[config.mk]
export PLATFORM = sky130hd
export DESIGN_NAME = fir_interp2
export DESIGN_NICKNAME = d
export VERILOG_FILES = /design/src/rtl/fir_interp2.sv
export SDC_FILE = /design/constraint.sdc
export NUM_CORES = 1
export LEC_CHECK = 0
export ABC_CLOCK_PERIOD_IN_PS = 9440
export BUFFER_PORTS_ARGS = -buffer_cell sky130_fd_sc_hd__buf_2
export CAP_MARGIN = 10
export CORE_MARGIN = 5
export CORE_UTILIZATION = 47
export CTS_CLUSTER_DIAMETER = 60
export DETAILED_ROUTE_END_ITERATION = 16
export GPL_ROUTABILITY_DRIVEN = 0
export GPL_TIMING_DRIVEN = 0
export SKIP_CTS_REPAIR_TIMING = 1
export SYNTH_ARGS = -nofsm -noshare
export SYNTH_HDL_FRONTEND = slang
export SYNTH_SLANG_ARGS = --single-unit
[constraint.sdc]
create_clock -name clk -period 9.44 [get_ports clk]
set_clock_uncertainty 0.2 [all_clocks]
set_input_delay 1.888 -clock clk [delete_from_list [all_inputs] [get_ports clk]]
set_output_delay 1.888 -clock clk [all_outputs]
set_load 0.02 [all_outputs]
[src/rtl/fir_interp2.sv]
// Interpolate-by-2 transmit FIR: one sample in, two out, 4-tap symmetric polyphase {b0,b1,b1,b0}.
// Optional macro FIR_INTERP_SATURATE_EN makes every term and accumulation saturate instead of wrapping.
`timescale 1ns/1ps
module fir_interp2 #(
  parameter int N     = 16,
  parameter int SHIFT = 4
) (
  input  logic         clk,
  input  logic         rst_n,
  input  logic         clr,
  input  logic         in_valid,
  output logic         in_ready,
  input  logic [N-1:0] X,
  input  logic [N-1:0] b0,
  input  logic [N-1:0] b1,
  output logic         out_valid,
  input  logic         out_ready,
  output logic [N-1:0] Y
);

  typedef enum logic [2:0] {
    IDLE, MAC_E0, MAC_E1, OUT_E, MAC_O0, MAC_O1, OUT_O
  } state_t;

  state_t       state_q, state_d;
  logic [N-1:0] xc_q, xc_d, x1_q, x1_d;
  logic [N-1:0] c0_q, c0_d, c1_q, c1_d;
  logic [N-1:0] acc_q, acc_d, y_q, y_d;

  logic [N-1:0] mul_s, mul_c, term, mac_sum;

  // Shared multiplier: the first MAC cycle of each phase uses the newest sample,
  // the second uses the history sample; coefficients swap between phases.
  always_comb begin
    mul_s = ((state_q == MAC_E0) || (state_q == MAC_O0)) ? xc_q : x1_q;
    mul_c = ((state_q == MAC_E0) || (state_q == MAC_O1)) ? c0_q : c1_q;
  end

`ifdef FIR_INTERP_SATURATE_EN
  logic [2*N-1:0] shifted;
  logic [N:0]     sum_w;
  always_comb begin
    shifted = ((2*N)'(mul_s) * (2*N)'(mul_c)) >> SHIFT;
    term    = (|shifted[2*N-1:N]) ? {N{1'b1}} : shifted[N-1:0];
    sum_w   = {1'b0, acc_q} + {1'b0, term};
    mac_sum = sum_w[N] ? {N{1'b1}} : sum_w[N-1:0];
  end
`else
  always_comb begin
    term    = N'(((2*N)'(mul_s) * (2*N)'(mul_c)) >> SHIFT);
    mac_sum = acc_q + term;
  end
`endif

  always_comb begin
    state_d = state_q;
    xc_d    = xc_q;
    x1_d    = x1_q;
    c0_d    = c0_q;
    c1_d    = c1_q;
    acc_d   = acc_q;
    y_d     = y_q;
    case (state_q)
      IDLE: if (in_valid) begin
        xc_d    = X;
        c0_d    = b0;
        c1_d    = b1;
        state_d = MAC_E0;
      end
      MAC_E0: begin acc_d = term;  state_d = MAC_E1; end
      MAC_E1: begin y_d = mac_sum; state_d = OUT_E;  end
      OUT_E:  if (out_ready) state_d = MAC_O0;
      MAC_O0: begin acc_d = term;  state_d = MAC_O1; end
      MAC_O1: begin y_d = mac_sum; state_d = OUT_O;  end
      OUT_O:  if (out_ready) begin
        x1_d    = xc_q;
        state_d = IDLE;
      end
      default: state_d = IDLE;
    endcase
    // Clear wins over any handshake in flight; Y deliberately keeps its last value.
    if (clr) begin
      state_d = IDLE;
      xc_d    = xc_q;
      c0_d    = c0_q;
      c1_d    = c1_q;
      x1_d    = '0;
      acc_d   = '0;
      y_d     = y_q;
    end
  end

  always_ff @(posedge clk or negedge rst_n) begin
    if (!rst_n) begin
      state_q <= IDLE;
      xc_q    <= '0;
      x1_q    <= '0;
      c0_q    <= '0;
      c1_q    <= '0;
      acc_q   <= '0;
      y_q     <= '0;
    end else begin
      state_q <= state_d;
      xc_q    <= xc_d;
      x1_q    <= x1_d;
      c0_q    <= c0_d;
      c1_q    <= c1_d;
      acc_q   <= acc_d;
      y_q     <= y_d;
    end
  end

  assign in_ready  = (state_q == IDLE);
  assign out_valid = (state_q == OUT_E) || (state_q == OUT_O);
  assign Y         = y_q;

endmodule
==> results of run 1 <==
-- flip-flops by register name, indices dropped and copies added, names as in the netlist --
signal,flops
state_q,3
xc_q,16
c1_q,16
acc_q,16
Y,16
c0_q,16
x1_q,16
-- Yosys cell counts, types with 5 or more instances --
cell type  number
inv_1         177
and2_1         12
xnor2_1        32
nand3_1        10
ha_1           70
a21oi_1        53
mux2_2         73
nor2_1         86
a21o_1         11
fa_1          132
mux2i_1        23
xor2_1         12
nand4_1         5
nand2_1       214
nand2b_1        5
o21bai_1        6
o21ai_0        27
clkbuf_1       30
dfrtp_1        99
-- final cells by class --
| type | instances | area (µm²) | area share, % |
|---|---|---|---|
| plain buffers | 37 | 143 | 1.23 |
| clock buffers | 10 | 239 | 2.06 |
| clock inverters | 6 | 65.1 | 0.561 |
| inverters | 178 | 668 | 5.76 |
| multi-input cells | 822 | 7270 | 62.7 |
| flip-flops and latches | 99 | 2480 | 21.4 |
| well taps | 280 | 350 | 3.02 |
| repair buffers | 71 | 380 | 3.28 |
-- placed cells by master (no fill, tap or decap), types with 10 or more instances in the layout --
| cell | count |
|---|---|
| nand3_1 | 10 |
| buf_2 | 72 |
| mux2_2 | 73 |
| clkbuf_1 | 30 |
| xnor2_1 | 32 |
| o21ai_0 | 27 |
| nand2_1 | 214 |
| inv_1 | 177 |
| a21o_1 | 11 |
| and2_1 | 12 |
| dfrtp_1 | 99 |
| xor2_1 | 12 |
| fa_1 | 132 |
| nor2_1 | 86 |
| ha_1 | 70 |
| a21oi_1 | 53 |
| mux2i_1 | 23 |
-- metal layers --
layer  GRT usage (%)  wire length, µm  part of all wire, %  vias to the layer above
li1                -                -                    -                     3750
met2            35.4            12600                   47                      233
met4            9.23             1160                  4.3                        0
met5               0                0                    0                        -
met1            28.9            11700                   43                     3892
met3            3.58             1550                  5.7                       67
-- worst min-delay path, cell delays in order (launching register included) --
cell and delay (ns):
dfrtp_1 0.34, nand2_1 0.04, o21ai_0 0.06
-- where the power goes --
group	leakage [nW]	total (mW)	switching [mW]	internal, mW
combinational	4.25	2.10	1.23	0.869
sequential	1.25	0.609	0.0769	0.532
clock	0.150	0.383	0.188	0.195
total	5.65	3.09	1.49	1.60
-- metrics by stage --
step           utilization (%)  setup slack (ns)  instances
2_1_floorplan                -              1.89       1136
5_1_grt                   52.8            0.0889       1503
3_5_place_dp              51.4             0.489       1487
6_report                  52.8             0.640       1503
3_3_place_gp              51.2             0.516       1486
4_1_cts                   52.7             0.430       1503
-- logic make-up (layout without fill, tap and decap cells) --
group                      Yosys count  count (layout)
AOI/OAI and AO/OA                  126             126
and+or+nand+nor                    348             348
xor gates and xnor gates            49              49
adders and majority gates          202             202
buffers and inverters              215             302
DFF                                 99              99
muxes                               97              97
-- final timing paths --
| path | from | cells past startpoint | endpoint | slack (ns) |
|---|---|---|---|---|
| max in group asynchronous | rst_n | 2 | c1_q[3] | 7.07 |
| worst min-delay path | Y[12] | 2 | Y[12] | 0.28 |
| worst max register to register | state_q[1] | 29 | Y[15] | 0.64 |
| worst max-delay path | state_q[1] | 29 | Y[15] | 0.64 |
| min in group asynchronous | rst_n | 1 | Y[8] | 1.27 |
| worst min register to register | Y[12] | 2 | Y[12] | 0.28 |
==> impl_results.md, run 1 <==
* DRT iter0 DRCs at 371
* Avg Inst Size Synth at 9.28 µm²
* Peak VDD IR at 0.000163 V
* Primary FF master, synth: dfrtp_1
* Crit-path max cell delay at 0.53 ns
* Setup TNS at 0 ns
* Max cap viols at 0
* Total power at 3.09 mW
* Synth-to-layout area growth at 9.88%
* Buffers plus inverters on the worst setup path at 7
* Crit Path Max Fanout at 10
* Largest net degree at the start of global routing at 70
* Yosys top cell area share at 25.1%
* Worst-Margin Slew at 0.972 ns
* Vias at 7942
* Tot GR Track Use at 21.7%
* Die Wd at 160 µm
* Data required, critical path at 9.53 ns
* Post-synth EDFFs at 0
* Die height at 160 µm
* Buffers on Ports at 70
* Mapped Cells at 1136
* GRT Residual Overflow at 0
* WS Path Type: flip-flop to flip-flop
* Site Rows at 54
* Clock Sinks at 99
* Pins Over Slew Limit at 0
* CTS tree: built
* Clk_lat worst skew at 0.36 ns
* IO Count at 71
* Nets@finish at 1473
* Status: complete, no violations
* Min Hold Slack at 0.278 ns
* Pwr Density at 267 nW/µm²
* Critical path arrival at 8.89 ns
* Mux cell area share after synthesis at 10.1%
* Post-synth top area cell: fa_1
* CTS Buffer Depth at 2
* Vias in the first global route at 8338
* Register area share after synthesis at 23.5%
* Largest family of logic cells by synthesized area: adder cells
* Post-synthesis cell type count at 52
* Total die area at 25500 µm²
* Crit share post-route at 93.2%
* Unrepaired setup endpoints after global routing: false
* Yosys reg bits at 99
* CP max-delay cell: fa_1
* Final Setup Violations at 0
* Final hold violation count at 0
* # diodes at 0
* CTS Buf Count at 9
* Leak pwr at 5.65 nW
* Post-place instance area at 11300 µm²
* Synth Area in XOR/XNOR at 4.67%
* Global-route wire length before repair at 44.1 mm
* Fillers at 2034
* Post-synth ARST share at 100%
* Routed vias/inst at 5.28
* Antenna viol nets, final at 0
* Crit. End Element: flip-flop
* # H-tree levels at 3
* CP top delay family: adder cells
* Synth Area in Adders at 33.4%
* Core area at 22000 µm²
* Share of cells above drive strength 1 at 13.9%
* Fmax at 114 MHz
* Post-synthesis compound-gate area fraction at 7.24%
* # DRC at 0
* Synth Net Count at 1391
* Fin crit period at 8.80 ns
* Critical Path Start Type: flip-flop
* Final instance area at 11600 µm²
* Hold Path Class: flip-flop to flip-flop
* Root Driver: clkbuf_16
* Dpl hpwl at 22.1 mm
* Post-Syn Area at 10500 µm²
* Total iterations of the first detailed-routing run at 5
* Initial antenna violation count at 0
* Final WL at 27.1 mm
* Routed WL per cell at 18.0 µm
* Max_slew headroom at 33.4%
* Clock-pin slew on the worst setup and hold paths at 0.08 ns
* Starting Density at 48.0%
* Post-Synth Simple-Gate Area at 13.4%
* Area contributors post-synth: fa_1 (25%), dfrtp_1 (23%), ha_1 (8.3%), mux2_2 (7.8%), nand2_1 (7.6%)
* Synth warn at 0
No activity file was read; power rests on OpenSTA's default activity.
==> inputs of run 2 (changes only) <==
--- a/config.mk
+++ b/config.mk
@@ -5,7 +5,7 @@
 export SDC_FILE = /design/constraint.sdc
 export NUM_CORES = 1
 export LEC_CHECK = 0
-export ABC_CLOCK_PERIOD_IN_PS = 9440
+export ABC_CLOCK_PERIOD_IN_PS = 9850
 export BUFFER_PORTS_ARGS = -buffer_cell sky130_fd_sc_hd__buf_2
 export CAP_MARGIN = 10
 export CORE_MARGIN = 5
==> constraint.sdc (replaced) <==
create_clock -name clk -period 9.85 [get_ports clk]
set_clock_uncertainty 0.2 [all_clocks]
set_input_delay 1.97 -clock clk [delete_from_list [all_inputs] [get_ports clk]]
set_output_delay 1.97 -clock clk [all_outputs]
set_load 0.02 [all_outputs]
==> impl_results.md, run 2 (same netlist as run 1, synthesis figures left out) <==
* Crit-path max cell delay at 0.62 ns
* Leading cell type in the layout, fill and taps excluded: nand2_1
* Setup TNS at 0 ns
* CP max-delay cell: o41ai_1
* CTS Buf Count at 9
* Vias in the first global route at 8338
* Antenna viol nets, final at 0
* Max cap viols at 0
* Total power at 2.96 mW
* Total iterations of the first detailed-routing run at 5
* Nets@finish at 1473
* Dpl hpwl at 22.1 mm
* Pre-CTS setup slack at 0.899 ns
* Status: complete, no violations
* Final hold violation count at 0
* Die height at 160 µm
* Tot GR Track Use at 21.7%
* Unrepaired setup endpoints after global routing: false
* Final instance area at 11600 µm²
* Fmax at 111 MHz
* CTS Buffer Depth at 2
* IO Count at 71
* Hold Path Class: flip-flop to flip-flop
* Routed WL per cell at 18.0 µm
* Max_slew headroom at 32.0%
* Initial antenna violation count at 0
* Reg2reg path depth at 30
* Post-Place Cells at 1487
* Largest net degree at the start of global routing at 70
* # diodes at 0
* Buffers on Ports at 70
* WS Path Type: flip-flop to flip-flop
* Post-place instance area at 11300 µm²
* Global-route wire length before repair at 44.1 mm
* Crit. End Element: flip-flop
* Fin crit period at 9.00 ns
* # DRC at 0
* GRT Residual Overflow at 0
* Fin worst setup slack at 0.848 ns
* Total die area at 25500 µm²
* # H-tree levels at 3
* Critical Path Start Type: flip-flop
* Vias at 7915
* Clock-pin slew on the worst setup and hold paths at 0.08 ns
* Pwr Density at 255 nW/µm²
* Most frequent cells in the layout: nand2_1 (214), inv_1 (177), fa_1 (132)
* Clock Sinks at 99
* Worst-Margin Slew at 0.992 ns
* Routed vias/inst at 5.27
* DRT iter0 DRCs at 362
* Root Driver: clkbuf_16
* Starting Density at 48.0%
* Synth-to-layout area growth at 9.81%
* Clk_lat worst skew at 0.36 ns
* Leak pwr at 5.64 nW
* Pins Over Slew Limit at 0
* Non-Filler Instances at 1503
* Core area at 22000 µm²
* Final Setup Violations at 0
* Peak VDD IR at 0.000157 V
* Share of cells above drive strength 1 at 13.8%
* Final WL at 27.1 mm
* Crit share post-route at 91.4%
* Critical path arrival at 9.09 ns
* Data required, critical path at 9.94 ns
* Site Rows at 54
* Hold Path Depth at 2
* Die Wd at 160 µm
* CTS tree: built
* Crit Path Max Fanout at 10
-- run 2: changes by cell type in the layout (fill, tap and decap cells not counted) --
| cell | before | now |
|---|---|---|
| o41ai_1 | 0 | 1 |
| o41ai_2 | 1 | 0 |
-- run 2: routing by layer --
metal / up-vias / wire length [µm] / global-route usage (%)
met4: 0 / 1110 / 9.23
met3: 61 / 1510 / 3.58
met2: 226 / 12600 / 35.4
met1: 3875 / 11800 / 28.9
li1: 3753 / - / -
met5: - / 0 / 0
-- run 2: critical path: cells and delay by family, from the launching register on --
family	cells	cell delay [ns]
XOR/XNOR	2	0.49
AO/OA/AOI/OAI	9	1.81
buffers and inverters	5	1.53
adder cells (fa/ha/maj)	8	3.10
AND/OR/NAND/NOR	6	1.37
flip-flops	1	0.40
-- run 2: area by class of cell --
cell class | count | area, µm²
buffer | 37 | 143
tap | 280 | 350
timing repair buffer | 71 | 380
fill | 2033 | 10400
inverter | 178 | 668
sequential | 99 | 2480
clock buffer | 10 | 239
multi-input combinational | 822 | 7260
clock inverter | 6 | 65.1
-- run 2: power by group --
| part | leakage [nW] | internal [mW] | switching, mW |
|---|---|---|---|
| Combinational | 4.24 | 0.832 | 1.17 |
| Sequential | 1.25 | 0.510 | 0.0735 |
| Clock | 0.150 | 0.187 | 0.179 |
-- run 2: path summary, 6_finish.rpt --
| path | slack, ns | end | startpoint |
|---|---|---|---|
| setup / recovery | 0.85 | Y[15] | state_q[1] |
| hold / removal | 0.28 | Y[12] | Y[12] |
| setup reg to reg | 0.85 | Y[15] | state_q[1] |
| hold reg to reg | 0.28 | Y[12] | Y[12] |
| max in group asynchronous | 7.40 | c1_q[14] | rst_n |
| min in group asynchronous | 1.35 | Y[8] | rst_n |
-- run 2: metrics by stage --
step | hold slack (ns) | util [%]
2_1_floorplan | 0.274 | -
3_3_place_gp | 0.258 | 51.2
3_5_place_dp | 0.266 | 51.4
4_1_cts | 0.283 | 52.7
5_1_grt | 0.308 | 52.7
6_report | 0.278 | 52.7
